### config.mk
export PLATFORM = sky130hd
export DESIGN_NAME = neopixel_color_regs
export DESIGN_NICKNAME = d
export VERILOG_FILES = /design/src/rtl/neopixel_color_regs_pkg.sv /design/src/rtl/neopixel_color_regs.sv
export SDC_FILE = /design/constraint.sdc
export NUM_CORES = 1
export LEC_CHECK = 0
export CAP_MARGIN = 20
export CORE_ASPECT_RATIO = 0.75
export CORE_UTILIZATION = 45
export DETAILED_ROUTE_END_ITERATION = 8
export PLACE_DENSITY = 0.77
export SLEW_MARGIN = 20
export SYNTH_ARGS = -nofsm -noshare
export SYNTH_HDL_FRONTEND = slang
export SYNTH_SLANG_ARGS = --single-unit
### constraint.sdc
create_clock -name clock -period 2.9 [get_ports clock]
set_clock_uncertainty 0.15 [all_clocks]
set_input_delay 0.58 -clock clock [delete_from_list [all_inputs] [get_ports clock]]
set_output_delay 0.58 -clock clock [all_outputs]
set_load 0.02 [all_outputs]
### src/rtl/neopixel_color_regs_pkg.sv
// Shared register offsets, control-bit positions and sweep-state encoding
// for the neopixel color register file.
package neopixel_color_regs_pkg;

    // Register offsets relative to the pixel count N
    localparam int CTRL_OFS   = 0;
    localparam int FILL_OFS   = 1;
    localparam int STATUS_OFS = 2;

    localparam int COMMIT_BIT = 0;
    localparam int AUTO_BIT   = 1;

    typedef enum logic {
        IDLE = 1'b0,
        FILL = 1'b1
    } state_e;

endpackage

### src/rtl/neopixel_color_regs.sv
// Avalon-MM register file feeding the neopixel transmitter: CPU-written shadow
// bank, atomically committed active bank, and a hardware fill sweep.
module neopixel_color_regs
    import neopixel_color_regs_pkg::*;
#(
    parameter int NUMBER_OF_NEOPIXEL = 7,
    parameter int ADDR_WIDTH         = 8
) (
    input  logic                            clock,
    input  logic                            reset_n,
    input  logic [ADDR_WIDTH-1:0]           address,
    input  logic                            write,
    input  logic [31:0]                     writedata,
    input  logic                            read,
    output logic [31:0]                     readdata,
    output logic                            waitrequest,
    output logic [32*NUMBER_OF_NEOPIXEL-1:0] color
);

    localparam int N  = NUMBER_OF_NEOPIXEL;
    localparam int FW = (N > 1) ? $clog2(N) : 1;

    localparam logic [31:0] CTRL_ADDR   = 32'(N + CTRL_OFS);
    localparam logic [31:0] FILL_ADDR   = 32'(N + FILL_OFS);
    localparam logic [31:0] STATUS_ADDR = 32'(N + STATUS_OFS);
    localparam logic [FW-1:0] LAST_IDX  = FW'(N - 1);

    logic [N-1:0][31:0] shadow_q, shadow_d;
    logic [N-1:0][31:0] active_q, active_d;
    logic [31:0]        readdata_q, readdata_d;
    logic [31:0]        fill_value_q, fill_value_d;
    logic [15:0]        commit_count_q, commit_count_d;
    logic [FW-1:0]      fill_ctr_q, fill_ctr_d;
    logic               auto_commit_q, auto_commit_d;
    state_e             state_q, state_d;

    logic [31:0] addr_ext;
    logic [31:0] rd_mux;
    logic        busy;

    // Full-width compare so out-of-range addresses never alias onto a pixel
    assign addr_ext    = 32'(address);
    assign busy        = (state_q == FILL);
    assign waitrequest = busy;
    assign readdata    = readdata_q;
    assign color       = active_q;

    always_comb begin
        rd_mux = '0;
        for (int i = 0; i < N; i++) begin
            if (addr_ext == 32'(i)) rd_mux = shadow_q[i];
        end
        if (addr_ext == CTRL_ADDR)   rd_mux = {30'b0, auto_commit_q, 1'b0};
        if (addr_ext == FILL_ADDR)   rd_mux = fill_value_q;
        if (addr_ext == STATUS_ADDR) rd_mux = {commit_count_q, 15'b0, busy};
    end

    always_comb begin
        shadow_d       = shadow_q;
        active_d       = active_q;
        readdata_d     = readdata_q;
        fill_value_d   = fill_value_q;
        commit_count_d = commit_count_q;
        fill_ctr_d     = fill_ctr_q;
        auto_commit_d  = auto_commit_q;
        state_d        = state_q;

        case (state_q)
            FILL: begin
                for (int i = 0; i < N; i++) begin
                    if (fill_ctr_q == FW'(i)) begin
                        shadow_d[i] = fill_value_q;
                        if (auto_commit_q) active_d[i] = fill_value_q;
                    end
                end
                fill_ctr_d = fill_ctr_q + 1'b1;
                if (fill_ctr_q == LAST_IDX) state_d = IDLE;
            end
            default: begin
                // A write wins over a simultaneous read; readdata then holds
                if (write) begin
                    for (int i = 0; i < N; i++) begin
                        if (addr_ext == 32'(i)) begin
                            shadow_d[i] = writedata;
                            if (auto_commit_q) active_d[i] = writedata;
                        end
                    end
                    if (addr_ext == CTRL_ADDR) begin
                        auto_commit_d = writedata[AUTO_BIT];
                        if (writedata[COMMIT_BIT]) begin
                            active_d       = shadow_q;
                            commit_count_d = commit_count_q + 16'd1;
                        end
                    end
                    if (addr_ext == FILL_ADDR) begin
                        fill_value_d = writedata;
                        fill_ctr_d   = '0;
                        state_d      = FILL;
                    end
                end else if (read) begin
                    readdata_d = rd_mux;
                end
            end
        endcase
    end

    always_ff @(posedge clock or negedge reset_n) begin
        if (!reset_n) begin
            shadow_q       <= '0;
            active_q       <= '0;
            readdata_q     <= '0;
            fill_value_q   <= '0;
            commit_count_q <= '0;
            fill_ctr_q     <= '0;
            auto_commit_q  <= 1'b0;
            state_q        <= IDLE;
        end else begin
            shadow_q       <= shadow_d;
            active_q       <= active_d;
            readdata_q     <= readdata_d;
            fill_value_q   <= fill_value_d;
            commit_count_q <= commit_count_d;
            fill_ctr_q     <= fill_ctr_d;
            auto_commit_q  <= auto_commit_d;
            state_q        <= state_d;
        end
    end

endmodule

==> PnR_summary.wiki <==
{| class="wikitable"
! Metric !! Value
|-
| Max-cap violation count || 0
|-
| Count of pins over their slew limit || 0
|-
| Sequential share of the synthesized area || 49.6%
|-
| Most common flop cell mapped by yosys || dfrtp_1
|-
| Per-instance average area after synthesis || 9.48 µm²
|-
| Chip Width || 284 µm
|-
| Overall overflow remaining after global route || 0
|-
| Total clock buffers created by CTS || 54
|-
| Synth cell count leaders || dfrtp_1, nor2_1, nand2_1
|-
| R2r setup slk || 0.40 ns
|-
| Global-route wire length before repair || 156000 µm
|-
| Combinational cell fraction of total power || 30.9%
|-
| Count of boundary I/O pins || 301
|-
| Crit-path cells || clkdlybuf4s50_1
|-
| Clock root buffer || clkbuf_16
|-
| Hold violation count in the final report || 0
|-
| Origin of the worst setup path || waitrequest$_DFF_PN0_
|-
| Number of sinks driven by the clock tree || 533
|-
| Final routed wire length divided by cell count || 26.2 µm
|-
| Chip height || 214 µm
|-
| Number of port buffers || 300
|-
| Setup violation total in the final timing report || 0
|-
| Fraction of layout instances using a drive strength above 1 || 13.0%
|-
| Routability congestion estimate || 0.916
|-
| Clock transition at the register clock pins on the worst setup and hold paths after CTS || 0.06 ns
|-
| Post-Synthesis Net Count || 2885
|-
| Number of global-route vias before repair || 24978
|-
| Clk_lat worst skew || 0.62 ns
|-
| Area growth from synthesis to layout || 27.1%
|-
| Number of remaining DRC errors || 0
|-
| Initial core utilization || 45.6%
|-
| Maximum number of pins on one net before global-route repair || 76
|-
| Antenna diodes || 0
|-
| RR Startpoint || waitrequest$_DFF_PN0_
|-
| Status || complete, no violations
|-
| Power spent charging and discharging nets || 10300 µW
|-
| Worst r2r path cells || 6
|-
| Tightest slew margin relative to the limit || 49.1%
|-
| Max H-tree Level || 2
|-
| Post-cts repair resize count || 0
|-
| Initial antenna violation count || 1
|-
| Cell with the most instances after synthesis || dfrtp_1
|-
| Largest delay share family, worst path || buffers and inverters
|-
| Crit path max-delay cell type || clkdlybuf4s50_1
|-
| Number of storage elements in the synthesis netlist || 533
|-
| Cell area after technology mapping || 26900 µm²
|-
| Area leader, netlist || dfrtp_1
|-
| Crit path buf inv count || 1
|-
| Standby leakage power || 0.0145 µW
|-
| Post-Layout Inst Area || 34100 µm²
|-
| Worst-path fanout max || 18
|-
| Worst IR drop on VDD || 0.427 mV
|-
| Cells after Synth || 2835
|-
| Post-route antenna net violation count || 0
|-
| Row count || 77
|-
| Termination of the worst setup path || waitrequest
|-
| Clock tree from TritonCTS || built
|-
| Arr. time, crit path || 2.04 ns
|-
| Share of the clock period used by the worst path || 95.7%
|-
| Maximum number of buffers from clock root to sink || 3
|-
| Drt pass-1 iters || 8
|-
| Count of yosys warnings during synthesis || 0
|-
| Portion of synthesized cell area occupied by the leading cell type || 49.6%
|-
| Slack of the critical path || 0.125 ns
|-
| Clock network fraction of total power || 25.3%
|-
| Peak per-stage delay on the critical path || 0.73 ns
|-
| Unique cell type count in the Yosys netlist || 62
|-
| Classification of the worst-slack hold path || reg2reg
|-
| Power per cell area || 826 nW/µm²
|-
| Overall power || 28200 µW
|-
| Area of the die || 60700 µm²
|-
| Internal Pwr Total || 17900 µW
|-
| Total Routing Usage GR || 33.6%
|-
| CORE AREA || 59000 µm²
|-
| Post-detailed-placement half-perimeter wirelength || 71000 µm
|-
| Sequential share of power || 43.8%
|-
| Type of the worst setup path || reg2out
|-
| Number of DRC violations after detailed-routing iteration 0 || 3685
|-
| Count of nets after finishing || 3179
|-
| Count of cell instances traversed by the critical path || 1
|-
| Endpoint of the lowest-slack register-to-register path || color[92]$_DFFE_PN0P_
|-
| Slew @ Worst Pin || 0.743 ns
|-
| Post-place instance area || 32300 µm²
|-
| DP Worst Slack || -0.236 ns
|-
| DR vias || 25855
|-
| Number of flops mapped to enable cells by yosys || 0
|-
| Switching share of power || 36.4%
|-
| Ys async rst share || 100%
|-
| Setup repair after global routing missed its margin || no
|-
| WP data required || 2.17 ns
|-
| Drt total wl || 104000 µm
|-
| Routed vias/inst || 6.54
|-
| Nature of the critical path startpoint || register
|-
| Post-layout minimum cycle time || 2.77 ns
|-
| Crit end category || primary output
|-
| Largest cells by area after synthesis || dfrtp_1, mux2i_1, nor2_1
|-
| Fmax || 0.360 GHz
|}
==> power groups by stage <==
stage          clock, µW  sequential (µW)  combinational [µW]
2_1_floorplan          0            12600                3700
3_3_place_gp           0            12300                8360
3_5_place_dp           0            12300                8590
4_1_cts             7130            12200                8660
5_1_grt             7400            12600                9470
6_report            7130            12400                8730
==> routing by layer <==
metal	vias to the layer above	wire (µm)	GRT usage, %
met3	281	14800	10.7
met4	2	3690	12.4
met1	12616	42300	47.3
met5	-	13	0
li1	10956	-	-
met2	2000	43000	48.3
==> cell usage in the layout (no fill, tap or decap), types with 15 or more instances in the layout <==
cell	n
o221ai_1	88
clkdlybuf4s50_1	296
a211o_1	21
nor2_1	396
mux2i_1	163
o21ai_0	228
a221oi_1	112
nand3_1	41
nand2_1	312
clkbuf_16	57
a31oi_1	30
mux2_2	71
or3_1	15
a211oi_1	17
dfrtp_1	532
o211ai_1	85
clkbuf_8	22
buf_4	140
buf_12	70
a21boi_1	31
a21oi_1	235
a22oi_1	41
==> sequential cells by signal, summed over array words and instances, names as in the netlist <==
name            cells
fill_ctr_q          3
waitrequest         1
readdata           32
commit_count_q     16
fill_value_q       32
auto_commit_q       1
shadow_q          224
color             224
==> cell families (layout without fill, tap and decap cells) <==
group	Yosys count	in the layout	share of synthesized area [%]
compound gates	949	949	23.5
xor+xnor	15	15	0.489
fa+ha+maj	6	6	0.279
buf+inv	283	613	4.47
flops	533	533	49.6
mux	237	237	9.30
simple gates	812	812	12.3
==> repair_timing <==
| action | CTS | global route |
|---|---|---|
| hold buffers | 1 | 0 |
| endpoints found under the hold margin | 54 | 0 |
| setup buffers | 0 | 0 |
==> how the worst min path moves through the flow <==
stage,startpoint,slack [ns],depth (start not counted),end
after floorplan,reset_n,0.13,0,auto_commit_q$_DFFE_PN0P_
after global placement,commit_count_q[15]$_DFFE_PN0P_,0.31,1,commit_count_q[15]$_DFFE_PN0P_
after detailed placement,commit_count_q[15]$_DFFE_PN0P_,0.32,1,commit_count_q[15]$_DFFE_PN0P_
after CTS,commit_count_q[15]$_DFFE_PN0P_,0.33,1,commit_count_q[15]$_DFFE_PN0P_
after global routing,commit_count_q[15]$_DFFE_PN0P_,0.36,1,commit_count_q[15]$_DFFE_PN0P_
final,commit_count_q[15]$_DFFE_PN0P_,0.34,1,commit_count_q[15]$_DFFE_PN0P_
==> through the flow <==
stage / TNS [ns] / hold slack [ns] / utilization, % / cells
2_1_floorplan: 0 / 0.134 / - / 2835
3_3_place_gp: -27.27 / 0.310 / 54.9 / 3862
3_5_place_dp: -31.33 / 0.325 / 54.9 / 3862
4_1_cts: 0 / 0.333 / 57.9 / 3955
5_1_grt: 0 / 0.362 / 57.9 / 3955
6_report: 0 / 0.338 / 57.9 / 3955
==> cell type report <==
cell class,instances,area (µm²)
multi-input cells,2019,12500
fillers,4826,24800
inverters,10,37.5
clock buffers,83,1740
well taps,790,988
flip-flops and latches,533,13300
clock inverters,9,48.8
repair buffers,511,5460
No activity file was read; power rests on OpenSTA's default activity.
